**src/rtl/fir_coef_ctrl_if.sv**
```systemverilog
// Coefficient-load handshake between a configuration master and the
// FIR coefficient controller. One word per cycle with cfg_valid & cfg_ready.
interface fir_coef_ctrl_if #(
  parameter int TAP_WIDTH = 32
);
  logic                        cfg_start;
  logic                        cfg_valid;
  logic                        cfg_ready;
  logic signed [TAP_WIDTH-1:0] cfg_data;
  logic                        cfg_last;

  modport master (
    output cfg_start, cfg_valid, cfg_data, cfg_last,
    input  cfg_ready
  );

  modport slave (
    input  cfg_start, cfg_valid, cfg_data, cfg_last,
    output cfg_ready
  );
endinterface

```
**src/rtl/fir_coef_ctrl.sv**
```systemverilog
// Run-time coefficient controller for the FIR datapath: serial load into a
// shadow bank, swap to the active bank on a sample boundary, then mask the
// FIR output-valid flag while the MAC pipeline drains stale products.

// One tap slot: shadow word written during load, active word updated on swap.
module fir_coef_tap #(
  parameter int TAP_WIDTH = 32
) (
  input  logic                 clk,
  input  logic                 reset_n,
  input  logic                 wr_en,
  input  logic [TAP_WIDTH-1:0] wr_data,
  input  logic                 swap,
  output logic [TAP_WIDTH-1:0] active
);
  logic [TAP_WIDTH-1:0] shadow;

  // Shadow capture and shadow->active transfer; never both in one cycle.
  always_ff @(posedge clk) begin
    if (!reset_n) begin
      shadow <= '0;
      active <= '0;
    end else begin
      if (wr_en) shadow <= wr_data;
      if (swap)  active <= shadow;
    end
  end
endmodule

module fir_coef_ctrl #(
  parameter int TAP_WIDTH    = 32,
  parameter int TAP_COUNT    = 34,
  parameter int IDX_WIDTH    = 6,
  parameter int FLUSH_CYCLES = 36
) (
  input  logic                           clk,
  input  logic                           reset_n,
  fir_coef_ctrl_if.slave                 cfg,
  input  logic                           sample_strobe,
  output logic [TAP_COUNT*TAP_WIDTH-1:0] taps_active,
  output logic                           fir_out_valid,
  output logic                           busy,
  output logic                           load_done,
  output logic                           load_err
);
  // Counter sized to hold FLUSH_CYCLES-1 even for FLUSH_CYCLES = 1.
  localparam int CNT_W = $clog2(FLUSH_CYCLES + 1);
  localparam logic [IDX_WIDTH-1:0] LAST_IDX  = IDX_WIDTH'(TAP_COUNT - 1);
  localparam logic [CNT_W-1:0]     FLUSH_TOP = CNT_W'(FLUSH_CYCLES - 1);

  typedef enum logic [1:0] {
    IDLE      = 2'd0,
    LOAD      = 2'd1,
    WAIT_SWAP = 2'd2,
    FLUSH     = 2'd3
  } state_t;

  state_t               state, state_nxt;
  logic [IDX_WIDTH-1:0] idx, idx_nxt;
  logic [CNT_W-1:0]     cnt, cnt_nxt;
  logic                 err_nxt;
  logic                 done_nxt;
  // Marks a flush started by reset so its completion stays silent.
  logic                 rst_flush, rst_flush_nxt;
  logic                 swap;
  logic                 beat;

  assign beat          = cfg.cfg_valid && (state == LOAD);
  assign cfg.cfg_ready = (state == LOAD);
  assign fir_out_valid = (state != FLUSH);
  assign busy          = (state != IDLE);

  // State and bookkeeping registers; reset lands in a full-length flush.
  always_ff @(posedge clk) begin
    if (!reset_n) begin
      state     <= FLUSH;
      idx       <= '0;
      cnt       <= FLUSH_TOP;
      load_err  <= 1'b0;
      load_done <= 1'b0;
      rst_flush <= 1'b1;
    end else begin
      state     <= state_nxt;
      idx       <= idx_nxt;
      cnt       <= cnt_nxt;
      load_err  <= err_nxt;
      load_done <= done_nxt;
      rst_flush <= rst_flush_nxt;
    end
  end

  // Next-state logic: load sequencing, error detection, swap and flush count.
  always_comb begin
    state_nxt     = state;
    idx_nxt       = idx;
    cnt_nxt       = cnt;
    err_nxt       = load_err;
    done_nxt      = 1'b0;
    rst_flush_nxt = rst_flush;
    swap          = 1'b0;
    case (state)
      IDLE: begin
        if (cfg.cfg_start) begin
          state_nxt = LOAD;
          idx_nxt   = '0;
          err_nxt   = 1'b0;
        end
      end
      LOAD: begin
        if (beat) begin
          if (idx == LAST_IDX) begin
            if (cfg.cfg_last) begin
              state_nxt = WAIT_SWAP;
            end else begin
              err_nxt   = 1'b1;
              state_nxt = IDLE;
            end
          end else if (cfg.cfg_last) begin
            // Short load: shadow is partially overwritten and never swapped.
            err_nxt   = 1'b1;
            state_nxt = IDLE;
          end else begin
            idx_nxt = idx + IDX_WIDTH'(1);
          end
        end
      end
      WAIT_SWAP: begin
        if (sample_strobe) begin
          swap          = 1'b1;
          cnt_nxt       = FLUSH_TOP;
          rst_flush_nxt = 1'b0;
          state_nxt     = FLUSH;
        end
      end
      FLUSH: begin
        if (cnt == '0) begin
          state_nxt     = IDLE;
          done_nxt      = !rst_flush;
          rst_flush_nxt = 1'b0;
        end else begin
          cnt_nxt = cnt - CNT_W'(1);
        end
      end
      default: state_nxt = IDLE;
    endcase
  end

  // One storage slot per tap; the write enable decodes the load index.
  for (genvar k = 0; k < TAP_COUNT; k++) begin : g_tap
    fir_coef_tap #(.TAP_WIDTH(TAP_WIDTH)) u_tap (
      .clk     (clk),
      .reset_n (reset_n),
      .wr_en   (beat && (idx == IDX_WIDTH'(k))),
      .wr_data (cfg.cfg_data),
      .swap    (swap),
      .active  (taps_active[k*TAP_WIDTH +: TAP_WIDTH])
    );
  end
endmodule

```
**src/flat_wrapper.sv**
```systemverilog
// flat-port wrapper written by rule: the top's interface ports become plain ports
module fir_coef_ctrl_flat 
#(
  parameter int TAP_WIDTH    = 32,
  parameter int TAP_COUNT    = 34,
  parameter int IDX_WIDTH    = 6,
  parameter int FLUSH_CYCLES = 36
)
  (clk, reset_n, sample_strobe, taps_active, fir_out_valid, busy, load_done, load_err, cfg_cfg_start, cfg_cfg_valid, cfg_cfg_data, cfg_cfg_last, cfg_cfg_ready);
  fir_coef_ctrl_if #(.TAP_WIDTH(TAP_WIDTH)) cfg_i ();
  input  logic clk;
  input  logic reset_n;
  input  logic sample_strobe;
  output logic [TAP_COUNT*TAP_WIDTH-1:0] taps_active;
  output logic fir_out_valid;
  output logic busy;
  output logic load_done;
  output logic load_err;
  input wire logic [$bits(cfg_i.cfg_start)-1:0] cfg_cfg_start;
  input wire logic [$bits(cfg_i.cfg_valid)-1:0] cfg_cfg_valid;
  input wire logic [$bits(cfg_i.cfg_data)-1:0] cfg_cfg_data;
  input wire logic [$bits(cfg_i.cfg_last)-1:0] cfg_cfg_last;
  output wire logic [$bits(cfg_i.cfg_ready)-1:0] cfg_cfg_ready;
  assign cfg_i.cfg_start = cfg_cfg_start;
  assign cfg_i.cfg_valid = cfg_cfg_valid;
  assign cfg_i.cfg_data = cfg_cfg_data;
  assign cfg_i.cfg_last = cfg_cfg_last;
  assign cfg_cfg_ready = cfg_i.cfg_ready;
  fir_coef_ctrl #(.TAP_WIDTH(TAP_WIDTH), .TAP_COUNT(TAP_COUNT), .IDX_WIDTH(IDX_WIDTH), .FLUSH_CYCLES(FLUSH_CYCLES)) u_core (.clk(clk), .reset_n(reset_n), .cfg(cfg_i), .sample_strobe(sample_strobe), .taps_active(taps_active), .fir_out_valid(fir_out_valid), .busy(busy), .load_done(load_done), .load_err(load_err));
endmodule
```
**config.mk**
```make
export PLATFORM = sky130hd
export DESIGN_NAME = fir_coef_ctrl_flat
export DESIGN_NICKNAME = d
export VERILOG_FILES = /design/src/rtl/fir_coef_ctrl_if.sv /design/src/rtl/fir_coef_ctrl.sv /design/src/flat_wrapper.sv
export SDC_FILE = /design/constraint.sdc
export NUM_CORES = 2
export LEC_CHECK = 0
export BUFFER_PORTS_ARGS = -buffer_cell sky130_fd_sc_hd__buf_2
export CAP_MARGIN = 5
export CORE_AREA = 5 5 443 445
export DETAILED_ROUTE_END_ITERATION = 12
export DIE_AREA = 0 0 448 450
export HOLD_SLACK_MARGIN = 0.12
export SLEW_MARGIN = 40
export SYNTH_ARGS = -nofsm -noshare
export SYNTH_HDL_FRONTEND = slang
export SYNTH_SLANG_ARGS = --single-unit
```
**constraint.sdc**
```tcl
create_clock -name clk -period 6.22 [get_ports clk]
set_input_delay 1.244 -clock clk [delete_from_list [all_inputs] [get_ports clk]]
set_output_delay 1.244 -clock clk [all_outputs]
set_load 0.05 [all_outputs]
```
After elaboration in Yosys (flattened, before gate mapping)

Index checks and enable logic that the tools add are counted.

Eq/ne operators: 46
Muxes and demuxes: 27
Add/sub/neg operators: 2
Reductions and logical operators: 48

Operators with widths:

| kind                  | count |
|---|---|
| $eq A6 B5 Y1 const B  | 16 |
| $eq A6 B4 Y1 const B  | 8 |
| $mux W6               | 6 |
| $logic_and A1 B1 Y1   | 35 |
| $eq A6 B3 Y1 const B  | 4 |
| $pmux W6 S2           | 2 |
| $reduce_and A5 Y1     | 3 |
| $mux W2               | 7 |
| $eq A6 B2 Y1 const B  | 2 |
| $eq A6 B6 Y1 const B  | 2 |
| $logic_not A6 Y1      | 2 |
| $ne A2 B2 Y1 const B  | 6 |
| $mux W1               | 9 |
| $reduce_and A3 Y1     | 3 |
| $pmux W2 S4           | 1 |
| $add A6 B1 Y6 const B | 1 |
| $eq A6 B1 Y1 const B  | 1 |
| $reduce_bool A2 Y1    | 3 |
| $sub A6 B1 Y6 const B | 1 |
| $eq A2 B2 Y1 const B  | 2 |
| $ne A2 B1 Y1 const B  | 2 |
| $pmux W1 S2           | 2 |
| $ne A3 B2 Y1 const B  | 1 |
| $ne A3 B3 Y1 const B  | 1 |
| 3 further kinds       | 3 |

Logic and storage cells: 197
Input port bits: 38
Output and inout port bits: 1093
Bits in registers: 2193

Longest topological paths before layout

Depth in word-level cells: 5
Mapped depth: 9
Depth with buffers taken out: 6

By module

A second synthesis with hierarchy kept.

Cell total of the unflattened synthesis: 7199
Area total of the unflattened synthesis: 85933.7 sq um

Modules (own cells, without submodules):

| module        | sequential area each (sq um) | cells an instance | area each (sq um) | instances |
|---|---|---|---|---|
| fir_coef_tap  | 1281.2                       | 207               | 2492.4            | 34 |
| fir_coef_ctrl | 340.3                        | 161               | 1192.4            | 1 |

Least setup slack after synthesis

OpenSTA, ideal clock, no wires.

Path type: in2reg
Start: input cfg_cfg_valid
End: register u_core.g_tap[15].u_tap.shadow[10]
Slack: 3.544 ns
Data arrival time: 2.554 ns
Stages on the path: 7
Library setup time: 0.122 ns
Required time: 6.098 ns
Buffers on the path: 3
Path through: buf_2 nand2_2 or4_1 clkbuf_1 buf_2 nand2_1 a21boi_0

Longest elaborated chain between the ends: 2

RTL lines:

| element                | RTL line             | source |
|---|---|---|
| start: declaration     | flat_wrapper.sv:20   | `input wire logic [$bits(cfg_i.cfg_valid)-1:0] cfg_cfg_valid;` |
| $logic_and A1 B1 Y1    | fir_coef_ctrl.sv:68  | `assign beat = cfg.cfg_valid && (state == LOAD);` |
| $logic_and A1 B1 Y1    | fir_coef_ctrl.sv:153 | `.wr_en (beat && (idx == IDX_WIDTH'(k))),` |
| end signal: assignment | fir_coef_ctrl.sv:24  | `if (wr_en) shadow <= wr_data;` |
| end: declaration       | fir_coef_ctrl.sv:16  | `logic [TAP_WIDTH-1:0] shadow;` |

Every way passes these cells.
A chain may end at the register's enable or synchronous reset.

Worst setup path after layout

Start: register u_core.state[0]
End: output cfg_cfg_ready

Longest elaborated chain between the ends: 1

RTL lines:

| element                  | RTL line            | source |
|---|---|---|
| start: declaration       | fir_coef_ctrl.sv:58 | `state_t state, state_nxt;` |
| start signal: assignment | fir_coef_ctrl.sv:83 | `state <= state_nxt;` |
| $eq A2 B1 Y1             | fir_coef_ctrl.sv:69 | `assign cfg.cfg_ready = (state == LOAD);` |
| end: declaration         | flat_wrapper.sv:23  | `output wire logic [$bits(cfg_i.cfg_ready)-1:0] cfg_cfg_ready;` |

Every way passes these cells.

==> flow_summary_export.csv <==
group,metric,value,unit
routing,wl_met2,145000,um
layout,area_growth,17.3,%
global_route,grt_start_max_net_pins,255,
clocking,worstSkewPairLatency,890,ps
timing,setup_tns,0,ps
routing,viasPerCell,5.27,
global_route,grt_pass1_vias,64600,
floorplan,die_h,450,um
setup_path,slowest_delay,730,ps
run,cap_violations,0,
logic_synthesis,avgSynthCellArea,8.51,um^2
logic_synthesis,synth-main-ff-cell,"dfxtp_1",
routing,drc,0,
floorplan,core,192000,um^2
global_route,antenna_found_initial,14,
timing,setup_slack,2520,ps
routing,dr.pass1.iters,6,
timing,setup_viol,0,
clocking,clk_pin_slew,60,ps
worst_hold_path,whs_path_depth,2,
layout,fin_util,0.508,
timing,hold_viol_final,0,
floorplan,die_area,202000,um^2
clocking,cts_resized,0,
placement,port_buffers,1130,
timing,fin_skew,32.8,ps
layout,final_nets,10500,
power,power_density,293,nW/um^2
power,vdd.ir_drop.worst,0.000260,V
placement,gp_congestion,0.834,
global_route,track_usage,0.295,
routing,avgRoutedWirePerCell,23.6,um
setup_path,slowest_stage,"dfxtp_1",
logic_synthesis,async_flop_share,0,
routing,drt-total-wl,310000,um
timing,rsz0062_at_grt,"false",
logic_synthesis,ys_warn_count,0,
routing,wl_met3,18500,um
clocking,htreeDepth,4,
setup_path,crit_chain,"nor2b_1 -> buf_2",
placement,dp_slack,2760,ps
routing,postRouteAntennaNets,0,
logic_synthesis,synth_compound_area_frac,0.212,
logic_synthesis,synth.distinct_cells,50,
clocking,root_buffer,"clkbuf_16",
clocking,numCtsBuffers,223,
setup_path,critPathLaunchType,"flop",
clocking,cts_setup_buffers,0,
setup_path,crit_type,"flop to output port",
global_route,overflow,0,
setup_path,cp_max_fo,18,
placement,place_hpwl,189000,um
logic_synthesis,synth_area,83000,um^2
worst_hold_path,hold_class,"flop to flop",
timing,fmax,270,MHz
clocking,clock_sinks,2193,
logic_synthesis,muxShareOfSynthArea,0.000121,
clocking,cts_tree,"done",
global_route,grt_pass1_wl,444000,um
floorplan,num_rows,161,
routing,wl_met1,127000,um
routing,vias,69200,
timing,final.period_utilization,0.594,
worst_hold_path,hp-start,"u_core.g_tap[6].u_tap.shadow[7]$_SDFFE_PN0P_",
layout,drive_gt1_frac,0.192,
floorplan,die_x,448,um
timing,period_minus_slack,3700,ps
logic_synthesis,ys_seq_area_frac,0.529,
clocking,clk_path_buf_depth,3,
setup_path,startpoint,"u_core.state[0]$_SDFFE_PN1P_",
routing,first_iter_violations,6239,
timing,hold_ws,447,ps
logic_synthesis,synth-edff-count,0,
setup_path,critPathRequiredTime,4980,ps
routing,maxUsedRoutingLayer,"met4",
logic_synthesis,syn_nets,9801,
logic_synthesis,synth_top_family_by_area,"compound AO/OA/AOI/OAI gates",
setup_path,r2r_setup_slack,3190,ps
logic_synthesis,yosys.area_share.xor_xnor,0.000739,
run_status,status,"completed",
clocking,cts_hold_buf,0,
setup_path,r2r_end,"u_core.g_tap[4].u_tap.shadow[30]$_SDFFE_PN0P_",
logic_synthesis,yosys.area_share.adder,0.000904,
timing,worstMarginPinSlew,879,ps
logic_synthesis,ys_seq_elements,2193,
timing,slew-limit-headroom,0.414,
logic_synthesis,syn_inst,9757,
setup_path,crit_path_end_kind,"output port",
layout,stdcell_area,97400,um^2
placement,place_area,89800,um^2
setup_path,r2r_cells,6,
floorplan,initial_utilization,0.433,
worst_hold_path,min_to,"u_core.g_tap[6].u_tap.active[7]$_SDFFE_PN0P_",
timing,final_max_slew_viol_count,0,
setup_path,worst_r2r_startpoint,"u_core.state[0]$_SDFFE_PN1P_",
floorplan,pin_count,1131,
power,leakage,35.2,nW
logic_synthesis,yosys.area_share.simple,0.211,
setup_path,crit_arrival,2450,ps
-- area by class of cell --
| cell class | count | area (um^2) |
|---|---|---|
| diodes | 9 | 22.5 |
| repair buffers | 1278 | 7330 |
| flip-flops and latches | 2193 | 43900 |
| clock inverters | 60 | 801 |
| fillers | 18200 | 94400 |
| multi-input cells | 6703 | 35500 |
| inverters | 8 | 30.0 |
| clock buffers | 342 | 6680 |
| well taps | 2526 | 3160 |
-- how the worst max path moves through the flow --
stage / to / slack [ps]
6_report: cfg_cfg_ready / 2520
5_1_grt: cfg_cfg_ready / 2400
4_1_cts: cfg_cfg_ready / 2440
3_5_place_dp: u_core.g_tap[33].u_tap.active[20]$_SDFFE_PN0P_ / 2760
3_3_place_gp: u_core.g_tap[3].u_tap.active[10]$_SDFFE_PN0P_ / 2610
2_1_floorplan: u_core.g_tap[15].u_tap.shadow[10]$_SDFFE_PN0P_ / 3540
-- cells in the final DEF (no fill, tap or decap), types with 3 or more instances in the layout --
cell type / instances
ha_1: 6
nor3_1: 3
nand3b_1: 3
o31ai_1: 3
buf_2: 1098
nand2b_1: 4
or4_1: 6
or3_1: 5
clkinvlp_4: 6
xnor2_1: 6
inv_1: 8
and2_1: 3
a21boi_1: 186
clkinv_16: 5
o21ai_0: 4
a21oi_1: 3
bufinv_16: 11
nor3_4: 28
inv_16: 3
nand2_1: 4305
buf_12: 27
nor2_1: 12
buf_4: 137
buf_16: 5
nor4_4: 4
a21boi_2: 300
dfxtp_1: 2193
clkbuf_1: 56
clkbuf_16: 225
buf_6: 10
clkbuf_8: 61
a21boi_0: 1690
nand3_1: 28
inv_6: 3
clkinv_2: 29
diode_2: 9
nand2_2: 65
-- stage by stage --
step	power, mW	instances
finish	28.6	13100
global route	29.4	13100
CTS	28.7	13100
detailed placement	15.2	12700
global placement	15.2	12700
floorplan	14.8	9757
-- cells in the mapped netlist (all sizes together), types with 3 or more instances --
library cell	count	area [um^2]
nand2b	5	31.3
buf	362	2000
o31ai	4	30.0
inv	8	30.0
dfxtp	2193	43900
nor2b	3	18.8
nor2	13	48.8
or4	6	45.0
a21oi	3	15.0
clkbuf	491	1840
nand3	29	145
or3	7	43.8
and2	5	31.3
nor3	32	363
ha	6	75.1
nor4	4	50.1
xnor2	6	52.6
o21ai	4	20.0
nand3b	3	22.5
nand2	4370	16600
a21boi	2176	17500
-- cells by family after synthesis --
| family | Yosys count |
|---|---|
| AND/OR/NAND/NOR | 4491 |
| AO/OA/AOI/OAI | 2198 |
| flip-flops | 2193 |
| buffers and inverters | 861 |
| XOR/XNOR | 7 |
| adder cells (fa/ha/maj) | 6 |
| multiplexers | 1 |
-- power by group --
group          total [mW]  switching, mW  internal [mW]
combinational       0.854          0.602          0.252
sequential           14.1        0.00376           14.0
clock                13.7           5.82           7.85
total                28.6           6.42           22.1
-- flip-flops by register name, indices dropped and copies added (netlist names), named ones only --
name and count:
u_core.g_tap.u_tap.active 1088, u_core.g_tap.u_tap.shadow 1088, u_core.cnt 6, u_core.idx 6
u_core.load_done 1, u_core.load_err 1, u_core.rst_flush 1, u_core.state 1
-- worst max-delay path: cells and delay by family (launching register included) --
kind          cells  cell delay [ps]
flops             1              730
buf+inv           1              420
simple gates      1              440
-- layer usage --
layer | global-route usage | vias up
met5 | 0 | -
met4 | 0.167 | 0
met3 | 0.0410 | 653
met2 | 0.483 | 2400
met1 | 0.373 | 33600
li1 | - | 32500
(Power assumes the default switching activity.)
